## src/rtl/mips_ctrl_pkg.sv

```systemverilog
// Shared types and encodings for the multi-cycle MIPS control FSM.
package mips_ctrl_pkg;

    typedef enum logic [3:0] {
        S_FETCH    = 4'd0,
        S_DECODE   = 4'd1,
        S_MEMADR   = 4'd2,
        S_MEMRD    = 4'd3,
        S_MEMWB    = 4'd4,
        S_MEMWR    = 4'd5,
        S_RTYPE_EX = 4'd6,
        S_RTYPE_WB = 4'd7,
        S_BEQ_EX   = 4'd8,
        S_ADDI_EX  = 4'd9,
        S_ADDI_WB  = 4'd10,
        S_JUMP     = 4'd11
    } state_t;

    localparam logic [5:0] OP_R    = 6'b000000;
    localparam logic [5:0] OP_LW   = 6'b100011;
    localparam logic [5:0] OP_SW   = 6'b101011;
    localparam logic [5:0] OP_BEQ  = 6'b000100;
    localparam logic [5:0] OP_ADDI = 6'b001000;
    localparam logic [5:0] OP_J    = 6'b000010;

    localparam logic [1:0] ALU_ADD   = 2'b00;
    localparam logic [1:0] ALU_SUB   = 2'b01;
    localparam logic [1:0] ALU_FUNCT = 2'b10;

    localparam logic [1:0] SRCB_REG = 2'b00;
    localparam logic [1:0] SRCB_4   = 2'b01;
    localparam logic [1:0] SRCB_IMM = 2'b10;

    localparam logic [1:0] PCSRC_ALU    = 2'b00;
    localparam logic [1:0] PCSRC_ALUOUT = 2'b01;
    localparam logic [1:0] PCSRC_JUMP   = 2'b10;

    function automatic logic is_mem_state(state_t s);
        return (s == S_FETCH) || (s == S_MEMRD) || (s == S_MEMWR);
    endfunction

endpackage

```

## src/rtl/mem_wait_timer.sv

```systemverilog
// Counts stalled cycles in a memory state; expired flags the last allowed stall cycle.
module mem_wait_timer #(
    parameter int MEM_TIMEOUT = 16,
    parameter int TMR_W       = 5
) (
    input  logic i_clk,
    input  logic i_rst_n,
    input  logic i_clr,
    input  logic i_en,
    output logic o_expired
);

    logic [TMR_W-1:0] r_count;

    always_ff @(posedge i_clk or negedge i_rst_n) begin
        if (!i_rst_n)
            r_count <= '0;
        else if (i_clr)
            r_count <= '0;
        else if (i_en)
            r_count <= r_count + TMR_W'(1);
    end

    generate
        if (MEM_TIMEOUT == 0) begin : g_off
            assign o_expired = 1'b0;
        end else begin : g_on
            assign o_expired = (r_count == TMR_W'(MEM_TIMEOUT - 1));
        end
    endgenerate

endmodule

```

## src/rtl/mips_multicycle_ctrl.sv

```systemverilog
// Multi-cycle MIPS control FSM: sequences datapath enables, memory strobes and mux selects.
//   state      | meaning
//   FETCH      | read instr at PC, PC <- PC+4 on mem_ready
//   DECODE     | ALUOut <- branch target, dispatch on opcode
//   MEMADR     | ALUOut <- A + imm
//   MEMRD/WR   | data memory access, waits on mem_ready
//   MEMWB      | rt <- MDR
//   RTYPE_EX/WB| funct ALU op, rd <- ALUOut
//   BEQ_EX     | compare A,B; PC <- ALUOut if zero
//   ADDI_EX/WB | A + imm, rt <- ALUOut
//   JUMP       | PC <- jump target
module mips_multicycle_ctrl
    import mips_ctrl_pkg::*;
#(
    parameter int MEM_TIMEOUT = 16,
    parameter int TMR_W       = 5
) (
    input  logic       clk,
    input  logic       reset_n,
    input  logic [5:0] opcode,
    input  logic       zero,
    input  logic       mem_ready,
    output logic       pc_en,
    output logic       iord,
    output logic       mem_read,
    output logic       mem_write,
    output logic       ir_write,
    output logic       reg_dst,
    output logic       mem_to_reg,
    output logic       reg_write,
    output logic       alu_src_a,
    output logic [1:0] alu_src_b,
    output logic       imm_shift,
    output logic [1:0] alu_op,
    output logic [1:0] pc_src,
    output logic       retire,
    output logic       illegal_op,
    output logic       mem_err,
    output logic [3:0] state_o
);

    state_t r_state;
    state_t w_next;
    logic   w_stall;
    logic   w_timeout;
    logic   w_hold;
    logic   w_clr;
    logic   w_expired;

    assign w_stall   = is_mem_state(r_state) && !mem_ready;
    assign w_timeout = w_stall && w_expired;
    assign w_hold    = w_stall && !w_timeout;
    // any state change, or a timeout back into FETCH, restarts the count
    assign w_clr     = !w_hold;
    assign state_o   = r_state;

    mem_wait_timer #(
        .MEM_TIMEOUT(MEM_TIMEOUT),
        .TMR_W      (TMR_W)
    ) u_timer (
        .i_clk    (clk),
        .i_rst_n  (reset_n),
        .i_clr    (w_clr),
        .i_en     (w_hold),
        .o_expired(w_expired)
    );

    always_ff @(posedge clk or negedge reset_n) begin
        if (!reset_n)
            r_state <= S_FETCH;
        else
            r_state <= w_next;
    end

    always_comb begin
        w_next     = r_state;
        pc_en      = 1'b0;
        iord       = 1'b0;
        mem_read   = 1'b0;
        mem_write  = 1'b0;
        ir_write   = 1'b0;
        reg_dst    = 1'b0;
        mem_to_reg = 1'b0;
        reg_write  = 1'b0;
        alu_src_a  = 1'b0;
        alu_src_b  = SRCB_REG;
        imm_shift  = 1'b0;
        alu_op     = ALU_ADD;
        pc_src     = PCSRC_ALU;
        retire     = 1'b0;
        illegal_op = 1'b0;
        mem_err    = 1'b0;
        // outputs stay at zero while reset_n is low so strobes drop asynchronously
        if (reset_n) begin
            unique case (r_state)
                S_FETCH: begin
                    mem_read  = 1'b1;
                    alu_src_b = SRCB_4;
                    ir_write  = mem_ready;
                    pc_en     = mem_ready;
                    if (mem_ready) w_next = S_DECODE;
                end
                S_DECODE: begin
                    alu_src_b = SRCB_IMM;
                    imm_shift = 1'b1;
                    unique case (opcode)
                        OP_R:          w_next = S_RTYPE_EX;
                        OP_LW, OP_SW:  w_next = S_MEMADR;
                        OP_BEQ:        w_next = S_BEQ_EX;
                        OP_ADDI:       w_next = S_ADDI_EX;
                        OP_J:          w_next = S_JUMP;
                        default: begin
                            illegal_op = 1'b1;
                            w_next     = S_FETCH;
                        end
                    endcase
                end
                S_MEMADR: begin
                    alu_src_a = 1'b1;
                    alu_src_b = SRCB_IMM;
                    if (opcode == OP_LW)      w_next = S_MEMRD;
                    else if (opcode == OP_SW) w_next = S_MEMWR;
                    else                      w_next = S_FETCH;
                end
                S_MEMRD: begin
                    mem_read = 1'b1;
                    iord     = 1'b1;
                    if (mem_ready) w_next = S_MEMWB;
                end
                S_MEMWB: begin
                    mem_to_reg = 1'b1;
                    reg_write  = 1'b1;
                    retire     = 1'b1;
                    w_next     = S_FETCH;
                end
                S_MEMWR: begin
                    mem_write = 1'b1;
                    iord      = 1'b1;
                    retire    = mem_ready;
                    if (mem_ready) w_next = S_FETCH;
                end
                S_RTYPE_EX: begin
                    alu_src_a = 1'b1;
                    alu_op    = ALU_FUNCT;
                    w_next    = S_RTYPE_WB;
                end
                S_RTYPE_WB: begin
                    reg_dst   = 1'b1;
                    reg_write = 1'b1;
                    retire    = 1'b1;
                    w_next    = S_FETCH;
                end
                S_BEQ_EX: begin
                    alu_src_a = 1'b1;
                    alu_op    = ALU_SUB;
                    pc_src    = PCSRC_ALUOUT;
                    pc_en     = zero;
                    retire    = 1'b1;
                    w_next    = S_FETCH;
                end
                S_ADDI_EX: begin
                    alu_src_a = 1'b1;
                    alu_src_b = SRCB_IMM;
                    w_next    = S_ADDI_WB;
                end
                S_ADDI_WB: begin
                    reg_write = 1'b1;
                    retire    = 1'b1;
                    w_next    = S_FETCH;
                end
                S_JUMP: begin
                    pc_src = PCSRC_JUMP;
                    pc_en  = 1'b1;
                    retire = 1'b1;
                    w_next = S_FETCH;
                end
                default: w_next = S_FETCH;
            endcase
            if (w_timeout) begin
                pc_en     = 1'b0;
                mem_read  = 1'b0;
                mem_write = 1'b0;
                ir_write  = 1'b0;
                reg_write = 1'b0;
                retire    = 1'b0;
                mem_err   = 1'b1;
                w_next    = S_FETCH;
            end
        end
    end

endmodule

```

## config.mk

```make
export PLATFORM = sky130hd
export DESIGN_NAME = mips_multicycle_ctrl
export DESIGN_NICKNAME = d
export VERILOG_FILES = /design/src/rtl/mips_ctrl_pkg.sv /design/src/rtl/mem_wait_timer.sv /design/src/rtl/mips_multicycle_ctrl.sv
export SDC_FILE = /design/constraint.sdc
export NUM_CORES = 1
export LEC_CHECK = 0
export ABC_AREA = 1
export BUFFER_PORTS_ARGS = -buffer_cell sky130_fd_sc_hd__buf_2
export CAP_MARGIN = 20
export CORE_MARGIN = 2
export CORE_UTILIZATION = 49
export DETAILED_ROUTE_END_ITERATION = 10
export PLACE_DENSITY_LB_ADDON = 0.12
export SETUP_SLACK_MARGIN = 0.02
export SLEW_MARGIN = 30
export SYNTH_ARGS = -nofsm -noshare
export SYNTH_HDL_FRONTEND = slang
export SYNTH_SLANG_ARGS = --single-unit
```

## constraint.sdc

```tcl
create_clock -name clk -period 1.7 [get_ports clk]
set_input_delay 0.085 -clock clk [delete_from_list [all_inputs] [get_ports clk]]
set_output_delay 0.085 -clock clk [all_outputs]
set_load 0.01 [all_outputs]
```

# Word level (Yosys, flattened, before mapping)

Index checks and enable logic that the tools add are counted.

Equal/unequal tests: 20
Add/sub/neg operators: 1
Reduce and logical (&&, ||, !) cells: 18
Mux-type cells: 48

Operator list:

| kind                                                            | number |
|---|---|
| 1-bit 2-to-1 mux                                                | 31 |
| 4-bit one-hot mux with 7 select lines                           | 1 |
| 4-bit one-hot mux with 5 select lines                           | 1 |
| 4-bit by 3-bit == test with 1-bit output, second input constant | 4 |
| 4-bit == test, second input constant                            | 4 |
| 4-bit 2-to-1 mux                                                | 4 |
| 6-bit == test, second input constant                            | 2 |
| 2-bit one-hot mux with 2 select lines                           | 3 |
| 3-bit != test, second input constant                            | 3 |
| 4-bit by 2-bit == test with 1-bit output, second input constant | 2 |
| 6-bit by 2-bit == test with 1-bit output, second input constant | 1 |
| 6-bit by 3-bit == test with 1-bit output, second input constant | 1 |
| 6-bit by 4-bit == test with 1-bit output, second input constant | 1 |
| 6-bit zero test                                                 | 1 |
| 2-bit 2-to-1 mux                                                | 3 |
| 3-bit 2-to-1 mux                                                | 2 |
| 2-bit OR reduction                                              | 3 |
| 3-bit OR reduction                                              | 2 |
| 6-bit OR reduction                                              | 1 |
| 5-bit by 1-bit adder with 5-bit output, second input constant   | 1 |
| 5-bit by 4-bit == test with 1-bit output, second input constant | 1 |
| 5-bit 2-to-1 mux                                                | 1 |
| 5-bit OR reduction                                              | 1 |
| 4-bit by 1-bit == test with 1-bit output, second input constant | 1 |
| 8 further kinds                                                 | 12 |

Register bits: 9

# Logic depth before layout (Yosys ltp)

Gate-level depths: netlist of the first run.

Depth in word-level cells: 8
Mapped depth: 10

# Hierarchy

A second synthesis of the first run with hierarchy kept.

Cells, all modules: 159
Area, all modules: 922.1 µm²

Modules (own cells, without submodules):

| module               | area each (µm²) | cells each | sequential area each (µm²) | instances |
|---|---|---|---|---|
| mips_multicycle_ctrl | 658.1           | 128        | 100.1                      | 1 |
| mem_wait_timer       | 264.0           | 31         | 125.1                      | 1 |

# Worst setup path after synthesis of the first run

OpenSTA, ideal clock, no wires.

Kind: register to register
Start point: register u_timer.r_count[0]
End point: register r_state[3] (netlist: state_o[3])
Path slack: 0.331 ns
Arrival time: 1.253 ns
Path buffers: 0
Required time: 1.583 ns
Stages on the path, launching flop included: 11
Period minus slack after synthesis: 1.369 ns
Cells stage by stage: dfrtp_1 > ha_1 > nand2_1 > nor2_1 > ha_1 > inv_1 > nand3_4 > nand2_4 > inv_2 > nand2_1 > nand2_1

Longest elaborated chain between the ends: 4
Elaborated cells between the ends (all ways): 7

RTL lines:

| element                                      | RTL line                   | text |
|---|---|---|
| from (decl)                                  | mem_wait_timer.sv:13       | `logic [TMR_W-1:0] r_count;` |
| from (signal assigned)                       | mem_wait_timer.sv:21       | `r_count <= r_count + TMR_W'(1);` |
| 5-bit by 4-bit == test with 1-bit output (*) | mem_wait_timer.sv:28       | `assign o_expired = (r_count == TMR_W'(MEM_TIMEOUT - 1));` |
| 1-bit logical AND (*)                        | mips_multicycle_ctrl.sv:51 | `assign w_timeout = w_stall && w_expired;` |
| 3-bit != test (no source line)               | n/a                        |  |
| 4-bit AND reduction (no source line)         | n/a                        |  |
| to (signal assigned)                         | mips_multicycle_ctrl.sv:72 | `r_state <= w_next;` |
| to (decl)                                    | mips_multicycle_ctrl.sv:42 | `state_t r_state;` |

Every way passes the cells marked *; elsewhere a longest branch is shown, timed or not.
A chain may end at the register's enable or synchronous reset.

# Worst setup path after layout of the first run

Start point: register r_state[2] (netlist: state_o[2])
End point: output mem_err

Longest elaborated chain between the ends: 7
Elaborated cells between the ends (all ways): 9

RTL lines:

| element                                                                            | RTL line                    | text |
|---|---|---|
| 4-bit by 2-bit == test with 1-bit output / 4-bit zero test (equally long branches) | mips_ctrl_pkg.sv:39         | `return (s == S_FETCH) \|\| (s == S_MEMRD) \|\| (s == S_MEMWR);` |
| 1-bit logical OR                                                                   | mips_ctrl_pkg.sv:39         |  |
| 1-bit logical OR (*)                                                               | mips_ctrl_pkg.sv:39         |  |
| 1-bit logical AND (*)                                                              | mips_multicycle_ctrl.sv:50  | `assign w_stall = is_mem_state(r_state) && !mem_ready;` |
| 1-bit logical AND (*)                                                              | mips_multicycle_ctrl.sv:51  |  |
| 1-bit 2-to-1 mux (*)                                                               | mips_multicycle_ctrl.sv:179 | `if (w_timeout) begin` |
| 1-bit 2-to-1 mux (*)                                                               | mips_multicycle_ctrl.sv:94  | `if (reset_n) begin` |
| to (decl)                                                                          | mips_multicycle_ctrl.sv:38  | `output logic mem_err,` |

Marked as above.

==> results.yml, run 1 <==
pwr:
  ir_worst_vdd_mv: 0.7459
  power_mw: 1.293
  p_leak_nw: 0.7937
  p_per_area_nw_per_um2: 986.1
floorplanning:
  rows: 16
  fp.dieW_um: 48.31
  die_h_um: 48.31
  start_util_pct: 50.59
  io_pins: 33
  dieArea_sq_um: 2334
  coreArea_sq_um: 1902
synthesis:
  synth.distinct_cells: 23
  synthTopCellsByArea: "dfrtp_1 (23%), nand2_1 (18%), nor2_1 (12%)"
  seq_area_frac_synth_pct: 23.41
  yosysWarningCount: 0
  synth_edf_count: 0
  syn-instance-count: 156
  syn_area_sq_um: 962.2
  syn_avg_cell_area_sq_um: 6.168
  synth_ff_type: "dfrtp_1"
  async_flop_share_pct: 100.0
  yosys.area.top_type: "dfrtp_1"
  netlist.area_leader.share_pct: 23.41
  syn_nets: 168
  ys_seq_elements: 9
global_routing:
  grt_pass1_wl_um: 3705
  antenna_found_initial: 0
  grt_max_degree: 14
  grt_usage_pct: 19.30
  grt_pass1_vias: 947
  grt-ovfl-total: 0
clock_tree:
  htree_num_levels: 1
  cts_sinks: 9
  clockRootBuffer: "clkbuf_4"
  clk_pin_slew_ps: 50
  cts_buffers: 3
  clkLatencyLatePin_ps: 250
  cts_tree: "done"
  clock_path_buffers: 2
final_layout:
  mostFrequentLayoutCells: "nand2_1 (40), buf_2 (32), nor2_1 (31), inv_1 (17), nand3_1 (10)"
  multi_input_area_sq_um: 663.1
  fin_util_pct: 68.95
  finish.instance_area_sq_um: 1311
  drive_above_1_share_pct: 42.79
  fillCellCount: 180
  areaGrowthSynthToFinish_pct: 36.28
  num-nets-final: 214
  regArea_sq_um: 230.2
  fin_cells: 228
  antenna_cells: 0
  final_common_cell: "nand2_1"
timing:
  fin_skew_ps: 0.8396
  slew_viol_final: 0
  tightestPinTransition_ps: 384.5
  fin_ws_ps: 40.88
  whs_ps: 159.7
  hold_viol_final: 0
  fin_tns_setup_ps: 0
  setup_violations: 0
  relSlewSlack_pct: 74.34
  fmax_ghz: 0.6027
  period_minus_slack_ps: 1659
  rsz0062_at_grt: "yes"
  period_share_pct: 97.60
setup_path:
  r2r_cells: 10
  cp-endpoint: "mem_err"
  cp-startpoint: "state_o[2]"
  rrSetupSlack_ps: 190
  startpoint_type: "flip-flop"
  crit_fanout: 4
  required_ps: 1620
  arrival_ps: 1570
  r2r-end: "state_o[2]"
  r2r_start: "state_o[2]"
  path_class: "flip-flop to output pin"
  cp-end-kind: "output pin"
place:
  place.gp.congestion: 0.8343
  dpl.hpwl_um: 1739
  io_buffer_count: 32
  dpl_cell_area_sq_um: 1152
  dp.cells: 214
  dp_slack_ps: 229.1
route:
  wl_per_cell_um: 9.934
  drt_iter0_drc: 21
  routed_wl_um: 2265
  ant_nets: 0
  vias_per_cell: 4.684
  drt_drc_violations_left: 0
  dr.pass1.iters: 4
  routed-via-count: 1068
job:
  drv_cap: 0
outcome:
  status: "complete, no violations"
worst_hold_path:
  hp-class: "input pin to async pin"
## how the worst min path moves through the flow
stage          startpoint         end  slack, ps  depth (start not counted)
2_1_floorplan     reset_n  state_o[0]       -210                          0
3_3_place_gp      reset_n  state_o[1]       -110                          1
3_5_place_dp      reset_n  state_o[1]       -110                          1
4_1_cts           reset_n  state_o[1]        150                          2
5_1_grt           reset_n  state_o[1]        170                          2
6_report          reset_n  state_o[1]        160                          2
## Yosys cell counts, types with 3 or more instances
library cell	number
inv_1	19
nor3_1	3
dfrtp_1	9
nand3_1	10
nor2_1	32
nand2_1	45
nand2_4	4
nand2_2	4
inv_2	7
a21oi_1	4
nor2_4	4
## per-layer routing
metal	global-route usage (%)	share of wire [%]
met5	0	0
met4	5.714	0.79
met3	2.160	4.0
met2	34.95	51
met1	24.12	44
## flip-flops by register name, summed over array words and instances (netlist names)
name,cells
u_timer.r_count,5
state_o,4
## cells by family after synthesis
logic type	share of synthesized area, %
buffers and inverters	11.31
XOR/XNOR	0.9104
flip-flops	23.41
adder cells (fa/ha/maj)	2.600
AO/OA/AOI/OAI	2.861
AND/OR/NAND/NOR	58.91
## repair_timing
item	in CTS	in global routing
setup endpoints to repair	4	7
endpoints found under the hold margin	9	0
setup buffers	3	6
pin swaps	2	5
gates resized for setup	2	15
hold buffers	1	0
## layout make-up
cell class	count	area share [%]
flip-flops and latches	9	17.56
multi-input cells	119	50.57
inverters	26	7.634
repair buffers	43	19.66
clock buffers	4	2.004
well taps	27	2.576
## power breakdown
group	internal, mW	switching [mW]	leakage [nW]
logic	0.359	0.461	0.662
registers	0.258	0.0612	0.116
clock network	0.0898	0.0640	0.0150
## worst max-delay path: stages (launching register included)
cell and delay, ps:
dfrtp_2 440, nor2_4 180, buf_12 130, nand2_4 70
nand3_4 80, and2_4 160, nand2_4 50, nor2_1 90
buf_2 140
Power figures use the tool's default switching activity.
==> run 2, diff against run 1 <==
Settings changed: ABC_AREA 1 to unset, CORE_UTILIZATION 49 to 30.
==> results.yml, run 2 <==
final_layout:
  num-nets-final: 177
  final_common_cell: "buf_2"
  antenna_cells: 0
  fin_cells: 195
  fin_util_pct: 50.25
  areaGrowthSynthToFinish_pct: 61.23
  drive_above_1_share_pct: 54.27
  regMostFlops: "u_timer.r_count"
  largest_register_ff_count: 5
  fillCellCount: 263
  mostFrequentLayoutCells: "buf_2 (32), nor2_1 (21), buf_4 (16), nor3_2 (5), dfrtp_1 (5)"
  finish.instance_area_sq_um: 1374
synthesis:
  synthTopCellsByArea: "dfrtp_1 (26%), nor2_1 (10%), nor3_1 (4.7%)"
  syn_nets: 126
  netlist.area_leader.share_pct: 26.43
  syn-instance-count: 114
  yosys.area.top_type: "dfrtp_1"
  synth_ff_type: "dfrtp_1"
  yosysMostFrequentCell: "nor2_1"
  yosys-top-cells-count: "nor2_1 (23), dfrtp_1 (9), nor3_1 (8), nand2b_1 (5)"
  ys_seq_elements: 9
  syn_avg_cell_area_sq_um: 7.474
  syn_area_sq_um: 852.1
  seq_area_frac_synth_pct: 26.43
  async_flop_share_pct: 100.0
  synth_edf_count: 0
  synth.distinct_cells: 43
  yosysWarningCount: 0
global_routing:
  grt_usage_pct: 16.71
  grt_pass1_vias: 1003
  grt_max_degree: 14
  grt_pass1_wl_um: 4353
  grt-ovfl-total: 0
  antenna_found_initial: 0
pwr:
  p_per_area_nw_per_um2: 1020
  combinationalPowerShare_pct: 66.0
  ir_worst_vdd_mv: 0.5928
  power_mw: 1.401
  p_switching_mw: 0.5948
  seq_power_share_pct: 22.1
  clockPowerShare_pct: 11.8
  p_int_mw: 0.8060
  swShare_pct: 42.46
  p_leak_nw: 0.6333
floorplanning:
  io_pins: 33
  coreArea_sq_um: 2734
  fp.dieW_um: 57.30
  dieArea_sq_um: 3283
  rows: 19
  start_util_pct: 31.17
  die_h_um: 57.30
timing:
  fin_skew_ps: 1.340
  rsz0062_at_grt: "yes"
  slew_viol_final: 0
  period_minus_slack_ps: 1707
  whs_ps: 231.8
  fin_ws_ps: -7.208
  period_share_pct: 100.4
  hold_viol_final: 0
  fmax_ghz: 0.5858
  relSlewSlack_pct: 67.88
  setup_violations: 4
  tightestPinTransition_ps: 477.4
  fin_tns_setup_ps: -16.74
setup_path:
  cp-startpoint: "state_o[1]"
  crit_fanout: 4
  r2r_start: "u_timer.r_count[1]"
  startpoint_type: "flip-flop"
  required_ps: 1620
  arrival_ps: 1620
  cp-end-kind: "output pin"
  path_class: "flip-flop to output pin"
outcome:
  status: "complete, but fails checks"
  violations: "negative setup slack"
clock_tree:
  clockRootBuffer: "clkbuf_4"
  clk_pin_slew_ps: 60
  cts_buffers: 3
  clock_path_buffers: 2
  htree_num_levels: 1
  cts_sinks: 9
  clkLatencyLatePin_ps: 260
  cts_tree: "done"
place:
  dp_slack_ps: -1.413
  dpl.hpwl_um: 1888
  dpl_cell_area_sq_um: 1094
  io_buffer_count: 32
  place.gp.congestion: 0.7916
  dp.cells: 181
job:
  drv_cap: 0
route:
  routed-via-count: 1047
  vias_per_cell: 5.369
  wl_per_cell_um: 13.90
  drt_drc_violations_left: 0
  routed_wl_um: 2710
  dr.pass1.iters: 4
  ant_nets: 0
  drt_iter0_drc: 34
worst_hold_path:
  hp-class: "input pin to flip-flop"
  worstHoldStart: "reset_n"
run 2: critical path, stage by stage, from the launching register on:
cell and delay [ps]:
dfrtp_2 440, xor2_2 190, mux2_4 310, o21ai_4 210, nor4_2 60, buf_2 150
run 2: power by group through the flow:
stage / registers [mW] / logic, mW / clock network (mW)
floorplan: 0.297 / 0.421 / 0
global placement: 0.307 / 0.655 / 0
detailed placement: 0.306 / 0.658 / 0
CTS: 0.305 / 0.807 / 0.174
global route: 0.315 / 1.00 / 0.186
finish: 0.310 / 0.925 / 0.166
run 2: final cells by class:
type	count	area [sq um]	area share [%]
timing repair buffer	53	335.3	24.41
tap	31	38.79	2.823
inverter	4	15.01	1.093
clock buffer	4	26.28	1.913
multi-input combinational	94	728.2	53.01
sequential	9	230.2	16.76
run 2: cell families (layout without fill, tap and decap cells):
logic type               count (synthesis)  after routing  synth area share, %
AND/OR/NAND/NOR                         59             59                34.66
XOR/XNOR                                 6              6                6.169
adder cells (fa/ha/maj)                  2              2                2.936
flip-flops                               9              9                26.43
multiplexers                             1              1                1.321
buffers and inverters                   11             61                6.461
AO/OA/AOI/OAI                           26             26                22.03
run 2: layer usage:
layer	wire, um	global-route usage [%]	vias up
li1	-	-	510
met1	1084	20.56	503
met2	1459	29.39	28
met5	0	0	-
met4	43	6.312	0
met3	122	2.494	6
run 2: timing repair:
| action | CTS | global route |
|---|---|---|
| hold endpoints to repair | 9 | 0 |
| gates resized for setup | 23 | 19 |
| buffers inserted | 5 | 4 |
| endpoints found under the setup margin | 14 | 22 |
| hold buffers | 1 | 0 |
| pin swaps | 7 | 7 |
run 2: worst paths after layout:
| kind | endpoint | slack, ps | cells past startpoint |
|---|---|---|---|
| min | state_o[2] | 230 | 3 |
| min in group asynchronous | state_o[2] | 350 | 2 |
| max | mem_read | -7 | 5 |
| max reg2reg | u_timer.r_count[2] | 0 | 6 |
| max in group asynchronous | state_o[3] | 1000 | 3 |
| min reg2reg | u_timer.r_count[0] | 540 | 2 |
==> run 3, diff against run 2 <==
Settings changed: CORE_MARGIN 2 to 3.
Clock period 1.7 ns to 1.4 ns, I/O delays scaled along.
==> results.yml, run 3 (synthesized netlist as in run 2, its figures left out) <==
setup_path:
  path_class: "flip-flop to flip-flop"
  arrival_ps: 1900
  r2r_start: "u_timer.r_count[1]"
  crit_fanout: 5
  r2r-end: "u_timer.r_count[1]"
  r2r_cells: 6
  cp-end-kind: "flip-flop"
  required_ps: 1590
  cp-endpoint: "u_timer.r_count[1]"
  startpoint_type: "flip-flop"
  cp-startpoint: "u_timer.r_count[1]"
  rrSetupSlack_ps: -320
place:
  dp_slack_ps: -303.3
  dpl_cell_area_sq_um: 1260
  io_buffer_count: 32
  place.gp.congestion: 0.8531
  dpl.hpwl_um: 2137
route:
  routed_wl_um: 3315
  wl_met1_um: 1477
  dr.pass1.iters: 4
  routed-via-count: 1154
  drt_iter0_drc: 33
  top_layer_used: "met4"
  vias_per_cell: 5.269
  route.met3.wl_um: 169
  dr_wl_met2_um: 1647
  wl_per_cell_um: 15.14
  drt_drc_violations_left: 0
  ant_nets: 0
final_layout:
  largest_register_ff_count: 5
  mostFrequentLayoutCells: "buf_4 (33), buf_2 (29), nor2_1 (15), buf_6 (14), dfrtp_1 (8)"
  final_common_cell: "buf_4"
  antenna_cells: 0
  areaGrowthSynthToFinish_pct: 91.48
  fin_util_pct: 63.00
  drive_above_1_share_pct: 60.32
  regMostFlops: "u_timer.r_count"
  num-nets-final: 202
  finish.instance_area_sq_um: 1632
  fillCellCount: 234
timing:
  fin_tns_setup_ps: -5123
  hold_viol_final: 0
  relSlewSlack_pct: 77.44
  fmax_ghz: 0.5822
  period_share_pct: 122.7
  fin_ws_ps: -317.7
  slew_viol_final: 0
  tightestPinTransition_ps: 337.6
  setup_violations: 25
  rsz0062_at_grt: "yes"
  fin_skew_ps: 7.478
  period_minus_slack_ps: 1718
clock_tree:
  clockRootBuffer: "clkbuf_4"
  cts_sinks: 9
  cts_tree: "done"
  clk_pin_slew_ps: 60
  cts_buffers: 3
  clkLatencyLatePin_ps: 260
  htree_num_levels: 1
  clock_path_buffers: 2
global_routing:
  grt_max_degree: 11
  grt_pass1_vias: 1082
  grt_pass1_wl_um: 5037
  grt-ovfl-total: 0
  grt_usage_pct: 18.44
  antenna_found_initial: 0
floorplanning:
  coreArea_sq_um: 2590
  fp.dieW_um: 59.30
  rows: 18
  die_h_um: 59.30
  dieArea_sq_um: 3516
  io_pins: 33
  start_util_pct: 32.90
pwr:
  p_leak_nw: 0.7848
  p_per_area_nw_per_um2: 1222
  ir_worst_vdd_mv: 0.9363
outcome:
  status: "complete, but fails checks"
  violations: "negative setup slack"
job:
  drv_cap: 0
worst_hold_path:
  hp-class: "input pin to flip-flop"
==> run 3: cell count changes in the layout (fill, tap and decap cells not counted), moves of 3 or more <==
cell and change:
buf_6 +10, nor2_2 +4, buf_2 -3, nor2_1 -6
buf_4 +17, nand2b_4 +4, dfrtp_2 -3, dfrtp_1 +3
nand2b_2 -3
==> run 3: how the worst min path moves through the flow <==
stage	startpoint	endpoint	slack [ps]	cells past startpoint
floorplan	reset_n	state_o[0]	-230	0
global placement	reset_n	state_o[2]	110	2
detailed placement	reset_n	state_o[2]	100	2
CTS	reset_n	state_o[2]	180	3
global route	reset_n	state_o[2]	230	3
finish	reset_n	state_o[2]	200	3
==> run 3: where the power goes <==
part | internal (mW) | total [mW] | switching [mW]
combinational | 0.754 | 1.44 | 0.689
sequential | 0.307 | 0.353 | 0.0468
clock | 0.110 | 0.196 | 0.0869
total | 1.17 | 1.99 | 0.823
==> run 3: per-layer routing <==
layer	GRT usage [%]	vias to the layer above
met5	0	-
met3	4.357	4
met2	31.51	35
met1	24.34	558
met4	1.618	0
li1	-	557
==> run 3: area by class of cell <==
| type | count | area, sq um | share of cell area [%] |
|---|---|---|---|
| multi-input cells | 94 | 755.7 | 46.32 |
| repair buffers | 78 | 570.5 | 34.97 |
| flip-flops and latches | 9 | 226.5 | 13.88 |
| well taps | 30 | 37.54 | 2.301 |
| clock buffers | 4 | 26.28 | 1.610 |
| inverters | 4 | 15.01 | 0.9202 |
==> run 3: worst max-delay path, stage by stage (launching register included) <==
cell	delay (ps)
dfrtp_1	380
ha_2	190
and3_4	150
ha_4	160
or3_4	340
or2_4	300
nor2_2	120
==> run 3: what timing repair did <==
action,4_1_cts,5_1_grt
hold buffers,2,0
endpoints found under the setup margin,27,27
resized for setup,24,19
endpoints found under the hold margin,2,0
gates cloned,0,0
setup buffers,12,8
pin swaps,9,11
==> run 3: metrics by stage <==
| step | hold slack, ps | total power [mW] | cells |
|---|---|---|---|
| after detailed placement | 102.7 | 1.358 | 193 |
| after CTS | 176.2 | 1.807 | 211 |
| after global placement | 107.7 | 1.348 | 193 |
| after floorplan | -225.6 | 0.9421 | 114 |
| final | 196.8 | 1.993 | 219 |
| after global routing | 226.1 | 2.131 | 219 |
